$ cat src/rtl/pipeline_sequencer_pkg.sv
// Shared types for the 5-stage pipeline sequencer: FSM encoding, stage control
// bundle, and the RUN-priority decode used both in RUN and on memory completion.
package pipeline_ctrl_pkg;

    localparam int STATE_W = 2;

    typedef enum logic [STATE_W-1:0] {
        ST_RUN      = 2'd0,
        ST_MEM_WAIT = 2'd1,
        ST_HALTED   = 2'd2
    } state_e;

    typedef struct packed {
        logic fetch;
        logic decode;
        logic execute;
        logic memory;
        logic writeback;
        logic flush;
        logic bubble;
        logic redirect;
    } ctrl_t;

    // Halt beats branch beats hazard; a squashed instruction's hazard is moot.
    function automatic ctrl_t run_ctrl(input logic halt, input logic branch,
                                       input logic hazard);
        ctrl_t c;
        c = '{fetch: 1'b1, decode: 1'b1, execute: 1'b1, memory: 1'b1,
              writeback: 1'b1, flush: 1'b0, bubble: 1'b0, redirect: 1'b0};
        if (halt) begin
            c.flush  = 1'b1;
            c.bubble = 1'b1;
        end else if (branch) begin
            c.redirect = 1'b1;
            c.flush    = 1'b1;
            c.bubble   = 1'b1;
        end else if (hazard) begin
            c.fetch  = 1'b0;
            c.decode = 1'b0;
            c.bubble = 1'b1;
        end
        return c;
    endfunction

endpackage

$ cat src/rtl/pipeline_sequencer_if.sv
// Control bus between the CPU datapath (master) and the pipeline sequencer (slave).
// Inputs are level-sampled each cycle; outputs are combinational from state + inputs.
interface pipeline_sequencer_if
    import pipeline_ctrl_pkg::*;
#(
    parameter int CNT_WIDTH = 16
);
    logic                 i_hazard_stall;
    logic                 i_mem_req;
    logic                 i_mem_ready;
    logic                 i_branch_taken;
    logic                 i_halt;
    logic                 i_resume;
    logic                 o_fetch_en;
    logic                 o_decode_en;
    logic                 o_execute_en;
    logic                 o_memory_en;
    logic                 o_writeback_en;
    logic                 o_decode_flush;
    logic                 o_execute_bubble;
    logic                 o_pc_redirect;
    logic                 o_halted;
    logic                 o_fault;
    logic [CNT_WIDTH-1:0] o_stall_count;
    state_e               o_state;

    modport master (
        output i_hazard_stall, i_mem_req, i_mem_ready, i_branch_taken, i_halt, i_resume,
        input  o_fetch_en, o_decode_en, o_execute_en, o_memory_en, o_writeback_en,
               o_decode_flush, o_execute_bubble, o_pc_redirect, o_halted, o_fault,
               o_stall_count, o_state
    );

    modport slave (
        input  i_hazard_stall, i_mem_req, i_mem_ready, i_branch_taken, i_halt, i_resume,
        output o_fetch_en, o_decode_en, o_execute_en, o_memory_en, o_writeback_en,
               o_decode_flush, o_execute_bubble, o_pc_redirect, o_halted, o_fault,
               o_stall_count, o_state
    );

endinterface

$ cat src/rtl/pipeline_sequencer_sat_counter.sv
// Saturating up-counter with async active-low reset; holds at all-ones, never wraps.
module sat_counter #(
    parameter int WIDTH = 16
) (
    input  logic             clk,
    input  logic             rst_n,
    input  logic             inc,
    output logic [WIDTH-1:0] count
);

    always_ff @(posedge clk or negedge rst_n) begin
        if (!rst_n) begin
            count <= '0;
        end else if (inc && (count != '1)) begin
            count <= count + WIDTH'(1);
        end
    end

endmodule

$ cat src/rtl/pipeline_sequencer.sv
// Pipeline control FSM: merges memory wait, halt, branch and hazard into stage
// enables and flush/bubble/redirect, with a memory-timeout watchdog and stall counter.
module pipeline_sequencer
    import pipeline_ctrl_pkg::*;
#(
    parameter int MEM_TIMEOUT = 16,
    parameter int CNT_WIDTH   = 16
) (
    input  logic                 i_clk,
    input  logic                 i_reset_n,
    pipeline_sequencer_if.slave  bus
);

    localparam int TO_W = (MEM_TIMEOUT > 2) ? $clog2(MEM_TIMEOUT) : 1;

    state_e            state_q, state_d;
    logic [TO_W-1:0]   to_cnt_q, to_cnt_d;
    logic              fault_q, fault_d;
    ctrl_t             ctrl;
    ctrl_t             ctrl_out;
    logic [CNT_WIDTH-1:0] stall_count;

    always_ff @(posedge i_clk or negedge i_reset_n) begin
        if (!i_reset_n) begin
            state_q  <= ST_RUN;
            to_cnt_q <= '0;
            fault_q  <= 1'b0;
        end else begin
            state_q  <= state_d;
            to_cnt_q <= to_cnt_d;
            fault_q  <= fault_d;
        end
    end

    always_comb begin
        state_d  = state_q;
        to_cnt_d = to_cnt_q;
        fault_d  = fault_q;
        ctrl     = '0;
        case (state_q)
            ST_RUN: begin
                if (bus.i_mem_req && !bus.i_mem_ready) begin
                    state_d  = ST_MEM_WAIT;
                    to_cnt_d = TO_W'(1);
                end else begin
                    ctrl = run_ctrl(bus.i_halt, bus.i_branch_taken, bus.i_hazard_stall);
                    if (bus.i_halt) state_d = ST_HALTED;
                end
            end
            ST_MEM_WAIT: begin
                // Completion takes precedence over a timeout landing on the same cycle.
                if (bus.i_mem_ready) begin
                    ctrl     = run_ctrl(bus.i_halt, bus.i_branch_taken, bus.i_hazard_stall);
                    to_cnt_d = '0;
                    state_d  = bus.i_halt ? ST_HALTED : ST_RUN;
                end else begin
                    to_cnt_d = to_cnt_q + TO_W'(1);
                    if (to_cnt_q == TO_W'(MEM_TIMEOUT - 1)) begin
                        state_d = ST_HALTED;
                        fault_d = 1'b1;
                    end
                end
            end
            ST_HALTED: begin
                if (bus.i_resume && !fault_q) state_d = ST_RUN;
            end
            default: state_d = ST_RUN;
        endcase
    end

    // Enables must read 0 for the whole time reset is held, not just after an edge.
    assign ctrl_out = i_reset_n ? ctrl : '0;

    sat_counter #(.WIDTH(CNT_WIDTH)) u_stall_cnt (
        .clk   (i_clk),
        .rst_n (i_reset_n),
        .inc   (!ctrl_out.fetch),
        .count (stall_count)
    );

    assign bus.o_fetch_en       = ctrl_out.fetch;
    assign bus.o_decode_en      = ctrl_out.decode;
    assign bus.o_execute_en     = ctrl_out.execute;
    assign bus.o_memory_en      = ctrl_out.memory;
    assign bus.o_writeback_en   = ctrl_out.writeback;
    assign bus.o_decode_flush   = ctrl_out.flush;
    assign bus.o_execute_bubble = ctrl_out.bubble;
    assign bus.o_pc_redirect    = ctrl_out.redirect;
    assign bus.o_halted         = (state_q == ST_HALTED);
    assign bus.o_fault          = fault_q;
    assign bus.o_stall_count    = stall_count;
    assign bus.o_state          = state_q;

endmodule

$ cat src/flat_wrapper.sv
// flat-port wrapper written by rule: the top's interface ports become plain ports
module pipeline_sequencer_flat import pipeline_ctrl_pkg::*;
#(
    parameter int MEM_TIMEOUT = 16,
    parameter int CNT_WIDTH   = 16
)
  (i_clk, i_reset_n, bus_i_hazard_stall, bus_i_mem_req, bus_i_mem_ready, bus_i_branch_taken, bus_i_halt, bus_i_resume, bus_o_fetch_en, bus_o_decode_en, bus_o_execute_en, bus_o_memory_en, bus_o_writeback_en, bus_o_decode_flush, bus_o_execute_bubble, bus_o_pc_redirect, bus_o_halted, bus_o_fault, bus_o_stall_count, bus_o_state);
  pipeline_sequencer_if #(.CNT_WIDTH(CNT_WIDTH)) bus_i ();
  input  logic i_clk;
  input  logic i_reset_n;
  input wire logic [$bits(bus_i.i_hazard_stall)-1:0] bus_i_hazard_stall;
  input wire logic [$bits(bus_i.i_mem_req)-1:0] bus_i_mem_req;
  input wire logic [$bits(bus_i.i_mem_ready)-1:0] bus_i_mem_ready;
  input wire logic [$bits(bus_i.i_branch_taken)-1:0] bus_i_branch_taken;
  input wire logic [$bits(bus_i.i_halt)-1:0] bus_i_halt;
  input wire logic [$bits(bus_i.i_resume)-1:0] bus_i_resume;
  output wire logic [$bits(bus_i.o_fetch_en)-1:0] bus_o_fetch_en;
  output wire logic [$bits(bus_i.o_decode_en)-1:0] bus_o_decode_en;
  output wire logic [$bits(bus_i.o_execute_en)-1:0] bus_o_execute_en;
  output wire logic [$bits(bus_i.o_memory_en)-1:0] bus_o_memory_en;
  output wire logic [$bits(bus_i.o_writeback_en)-1:0] bus_o_writeback_en;
  output wire logic [$bits(bus_i.o_decode_flush)-1:0] bus_o_decode_flush;
  output wire logic [$bits(bus_i.o_execute_bubble)-1:0] bus_o_execute_bubble;
  output wire logic [$bits(bus_i.o_pc_redirect)-1:0] bus_o_pc_redirect;
  output wire logic [$bits(bus_i.o_halted)-1:0] bus_o_halted;
  output wire logic [$bits(bus_i.o_fault)-1:0] bus_o_fault;
  output wire logic [$bits(bus_i.o_stall_count)-1:0] bus_o_stall_count;
  output wire logic [$bits(bus_i.o_state)-1:0] bus_o_state;
  assign bus_i.i_hazard_stall = bus_i_hazard_stall;
  assign bus_i.i_mem_req = bus_i_mem_req;
  assign bus_i.i_mem_ready = bus_i_mem_ready;
  assign bus_i.i_branch_taken = bus_i_branch_taken;
  assign bus_i.i_halt = bus_i_halt;
  assign bus_i.i_resume = bus_i_resume;
  assign bus_o_fetch_en = bus_i.o_fetch_en;
  assign bus_o_decode_en = bus_i.o_decode_en;
  assign bus_o_execute_en = bus_i.o_execute_en;
  assign bus_o_memory_en = bus_i.o_memory_en;
  assign bus_o_writeback_en = bus_i.o_writeback_en;
  assign bus_o_decode_flush = bus_i.o_decode_flush;
  assign bus_o_execute_bubble = bus_i.o_execute_bubble;
  assign bus_o_pc_redirect = bus_i.o_pc_redirect;
  assign bus_o_halted = bus_i.o_halted;
  assign bus_o_fault = bus_i.o_fault;
  assign bus_o_stall_count = bus_i.o_stall_count;
  assign bus_o_state = bus_i.o_state;
  pipeline_sequencer #(.MEM_TIMEOUT(MEM_TIMEOUT), .CNT_WIDTH(CNT_WIDTH)) u_core (.i_clk(i_clk), .i_reset_n(i_reset_n), .bus(bus_i));
endmodule
$ cat config.mk
export PLATFORM = sky130hd
export DESIGN_NAME = pipeline_sequencer_flat
export DESIGN_NICKNAME = d
export VERILOG_FILES = /design/src/rtl/pipeline_sequencer_pkg.sv /design/src/rtl/pipeline_sequencer_if.sv /design/src/rtl/pipeline_sequencer_sat_counter.sv /design/src/rtl/pipeline_sequencer.sv /design/src/flat_wrapper.sv
export SDC_FILE = /design/constraint.sdc
export NUM_CORES = 1
export LEC_CHECK = 0
export CAP_MARGIN = 10
export CORE_MARGIN = 1
export CORE_UTILIZATION = 50
export CTS_CLUSTER_DIAMETER = 150
export DETAILED_ROUTE_END_ITERATION = 6
export GPL_TIMING_DRIVEN = 0
export PLACE_DENSITY_LB_ADDON = 0.12
export RECOVER_POWER = 25
export SYNTH_ARGS = -nofsm -noshare
export SYNTH_HDL_FRONTEND = slang
export SYNTH_SLANG_ARGS = --single-unit
$ cat constraint.sdc
create_clock -name i_clk -period 3.8 [get_ports i_clk]
set_clock_uncertainty 0.2 [all_clocks]
set_input_delay 1.14 -clock i_clk [delete_from_list [all_inputs] [get_ports i_clk]]
set_output_delay 1.14 -clock i_clk [all_outputs]
set_load 0.005 [all_outputs]
==> impl_metrics.yaml <==
timing:
  fin_crit_sh: 0.989
  maxSlewHeadroom: 0.666
  hold_violations: 0
  maxSlewViolCount: 0
  fin_ws_ns: 0.0418
  fmax_mhz: 266
  holdWs_ns: 0.325
  min_period_ns: 3.76
  rsz0062_at_grt: "false"
  finalSetupTns_ns: 0
  setup_viol: 0
  worst_slew_pin_slew_ns: 0.497
synthesis:
  yosysMostFrequentCell: "dfrtp_1"
  synth_top_family_by_area: "simple AND/OR/NAND/NOR gates"
  synth_top_cell_area_share: 0.463
  synth.distinct_cells: 36
  yosys_warnings: 0
  synth_top_area_cell: "dfrtp_1"
  yosys-top-cells-count: "23 x dfrtp_1, 13 x xor2_1, 8 x nor2_1, 8 x nor3_1"
  synth_fa_ha_area_frac: 0.0201
  synth-main-ff-cell: "dfrtp_1"
  async_flop_share: 1.00
  synth_seq_cells: 23
  synth.area.mux_share: 0.0352
  synth_nets: 129
  synth_compound_area_frac: 0.0946
  syn-cell-area_um2: 1240
  syn_inst: 119
  synth-simple-area-share: 0.251
  seq_area_frac_synth: 0.463
  synth_area_leaders: "dfrtp_1 46%, xor2_1 9.2%, nor3_1 3.2%, nor4_1 2.5%, o21ai_0 2.4%"
  synth_edf_count: 0
  syn_area_per_cell_um2: 10.5
  synth_xor_area_frac: 0.0915
finish:
  antennaDiodeCount: 0
  final_util: 0.748
  final_layout_size_suffix_gt1_frac: 0.154
  area.growth.synth_to_final_pct: 36.9
  nets: 173
floorplanning:
  initial_core_util: 0.546
  die_h_um: 51.9
  num_rows: 17
  die_x_um: 51.9
  num_io_pins: 36
  core-area_um2: 2280
  die_area_um2: 2690
detailed_routing:
  routed_via_density: 5.71
  drc: 0
  wl_per_cell_um: 15.2
  num_vias: 1085
  firstDrtPassIters: 4
  drtIter0Drc: 44
  ant_nets: 0
  routed_wirelength_mm: 2.89
global_route:
  grt_antenna_before_repair: 0
  grt_pass1_vias: 998
  grt_usage: 0.235
  grt_pass1_wl_mm: 4.59
  grt_overflow: 0
  met3_usage: 0.0380
  grt.met1_usage: 0.319
  grt_use_met2: 0.378
  grt_max_degree: 27
  grt.busiest_layer: "met2"
place:
  io_buffers: 35
  dp_hpwl_mm: 1.99
  dp_slack_ns: -1.14
  gp_congestion: 0.803
worst_hold_path:
  hold_path_depth: 1
  hp-class: "register to register"
  worstHoldEndpoint: "u_core.bus.o_fault"
  min-delay-start: "u_core.bus.o_fault"
worst_setup_path:
  critPathArrivalTime_ns: 2.42
  worstPathMaxFanout: 5
  r2r_cells: 8
  rrSetupSlack_ns: 1.40
  reg2reg_to: "u_core.u_stall_cnt.count[14]"
  criticalPathCategory: "input port to primary output"
  cp.required_ns: 2.46
  r2r-start: "u_core.bus.o_state[0]"
  cp-start-kind: "input port"
  critPathCaptureType: "primary output"
power:
  ir_worst_vdd_uv: 468
  p_per_area_nw_per_um2: 609
  p_leak_nw: 0.718
cts:
  cts_made_buffers: 3
  cts.sink_count: 23
  holdBufCountCts: 0
  root_buffer: "clkbuf_4"
  htree_levels: 1
  cts_tree: "yes"
  cts_buffer_depth: 2
  clk_pin_slew_worst_paths_ns: 0.13
  clkLatencyLatePin_ns: 0.31
job:
  maxCapViolCount: 0
run_status:
  status: "completed"
-- flip-flops by register name, indices dropped and copies added, names as in the netlist --
name / count
u_core.u_stall_cnt.count: 16
u_core.to_cnt_q: 4
u_core.bus.o_state: 2
u_core.bus.o_fault: 1
-- metrics by stage --
| stage | std cells | power (mW) | cell area (um^2) |
|---|---|---|---|
| after global routing | 190 | 1.11 | 1700 |
| after global placement | 182 | 0.894 | 1630 |
| after floorplan | 119 | 0.659 | 1240 |
| after CTS | 190 | 1.04 | 1700 |
| after detailed placement | 182 | 0.910 | 1630 |
| final | 190 | 1.04 | 1700 |
-- cell type report --
type / count / area, um^2
Buffer: 5 / 30.0
Inverter: 4 / 15.0
Tap cell: 28 / 35.0
Multi-Input combinational cell: 86 / 643
Clock buffer: 3 / 22.5
Clock inverter: 1 / 5.00
Fill cell: 157 / 573
Sequential cell: 23 / 576
Timing Repair Buffer: 40 / 377
-- power breakdown --
group	total (mW)	internal [mW]	leakage [nW]	switching [mW]
Sequential	0.451	0.329	0.266	0.123
Clock	0.113	0.0393	0.0177	0.0732
Combinational	0.473	0.273	0.434	0.201
-- cell families (layout without fill, tap and decap cells) --
logic type                 Yosys count  count (layout)
and+or+nand+nor                     50              50
adders and majority gates            2               2
xor gates and xnor gates            13              13
muxes                                4               4
DFF                                 23              23
buffers and inverters               10              53
AOI/OAI and AO/OA                   17              17
-- worst max-delay path by stage --
stage | startpoint | end | slack (ns) | depth (start not counted)
detailed placement | i_reset_n | bus_o_pc_redirect | -1.14 | 4
CTS | bus_i_halt | bus_o_fetch_en | 0.02 | 5
finish | bus_i_halt | bus_o_fetch_en | 0.04 | 5
global placement | i_reset_n | bus_o_fetch_en | -1.07 | 5
global route | bus_i_halt | bus_o_fetch_en | 0.005 | 5
floorplan | bus_i_branch_taken | bus_o_fetch_en | 0.49 | 4
-- cell usage in the layout (no fill, tap or decap), drive strengths merged, types with 3 or more instances in the layout --
| master | n |
|---|---|
| mux2 | 3 |
| xor2 | 13 |
| inv | 4 |
| dfrtp | 23 |
| o21ai | 6 |
| nor3 | 8 |
| nor4 | 8 |
| clkbuf | 5 |
| nand4 | 6 |
| nand3 | 5 |
| nand2 | 6 |
| buf | 9 |
| nor2 | 8 |
| dlygate4sd2 | 7 |
| clkdlybuf4s50 | 26 |
-- metal layers --
| layer | routed length, um | up-vias |
|---|---|---|
| met3 | 108 | 4 |
| met4 | 23 | 0 |
| met2 | 1380 | 36 |
| met1 | 1380 | 522 |
| li1 | - | 523 |
| met5 | 0 | - |
-- timing repair --
item	4_1_cts	5_1_grt
pin swaps	5	0
endpoints found under the setup margin	8	1
buffers inserted	5	0
resized for setup	20	1
-- worst max-delay path, cell delays in order --
cell             delay, ns
clkdlybuf4s15_1       0.25
or3b_4                0.44
and4_4                0.21
buf_4                 0.13
dlygate4sd2_1         0.25
No activity file was read; power rests on OpenSTA's default activity.
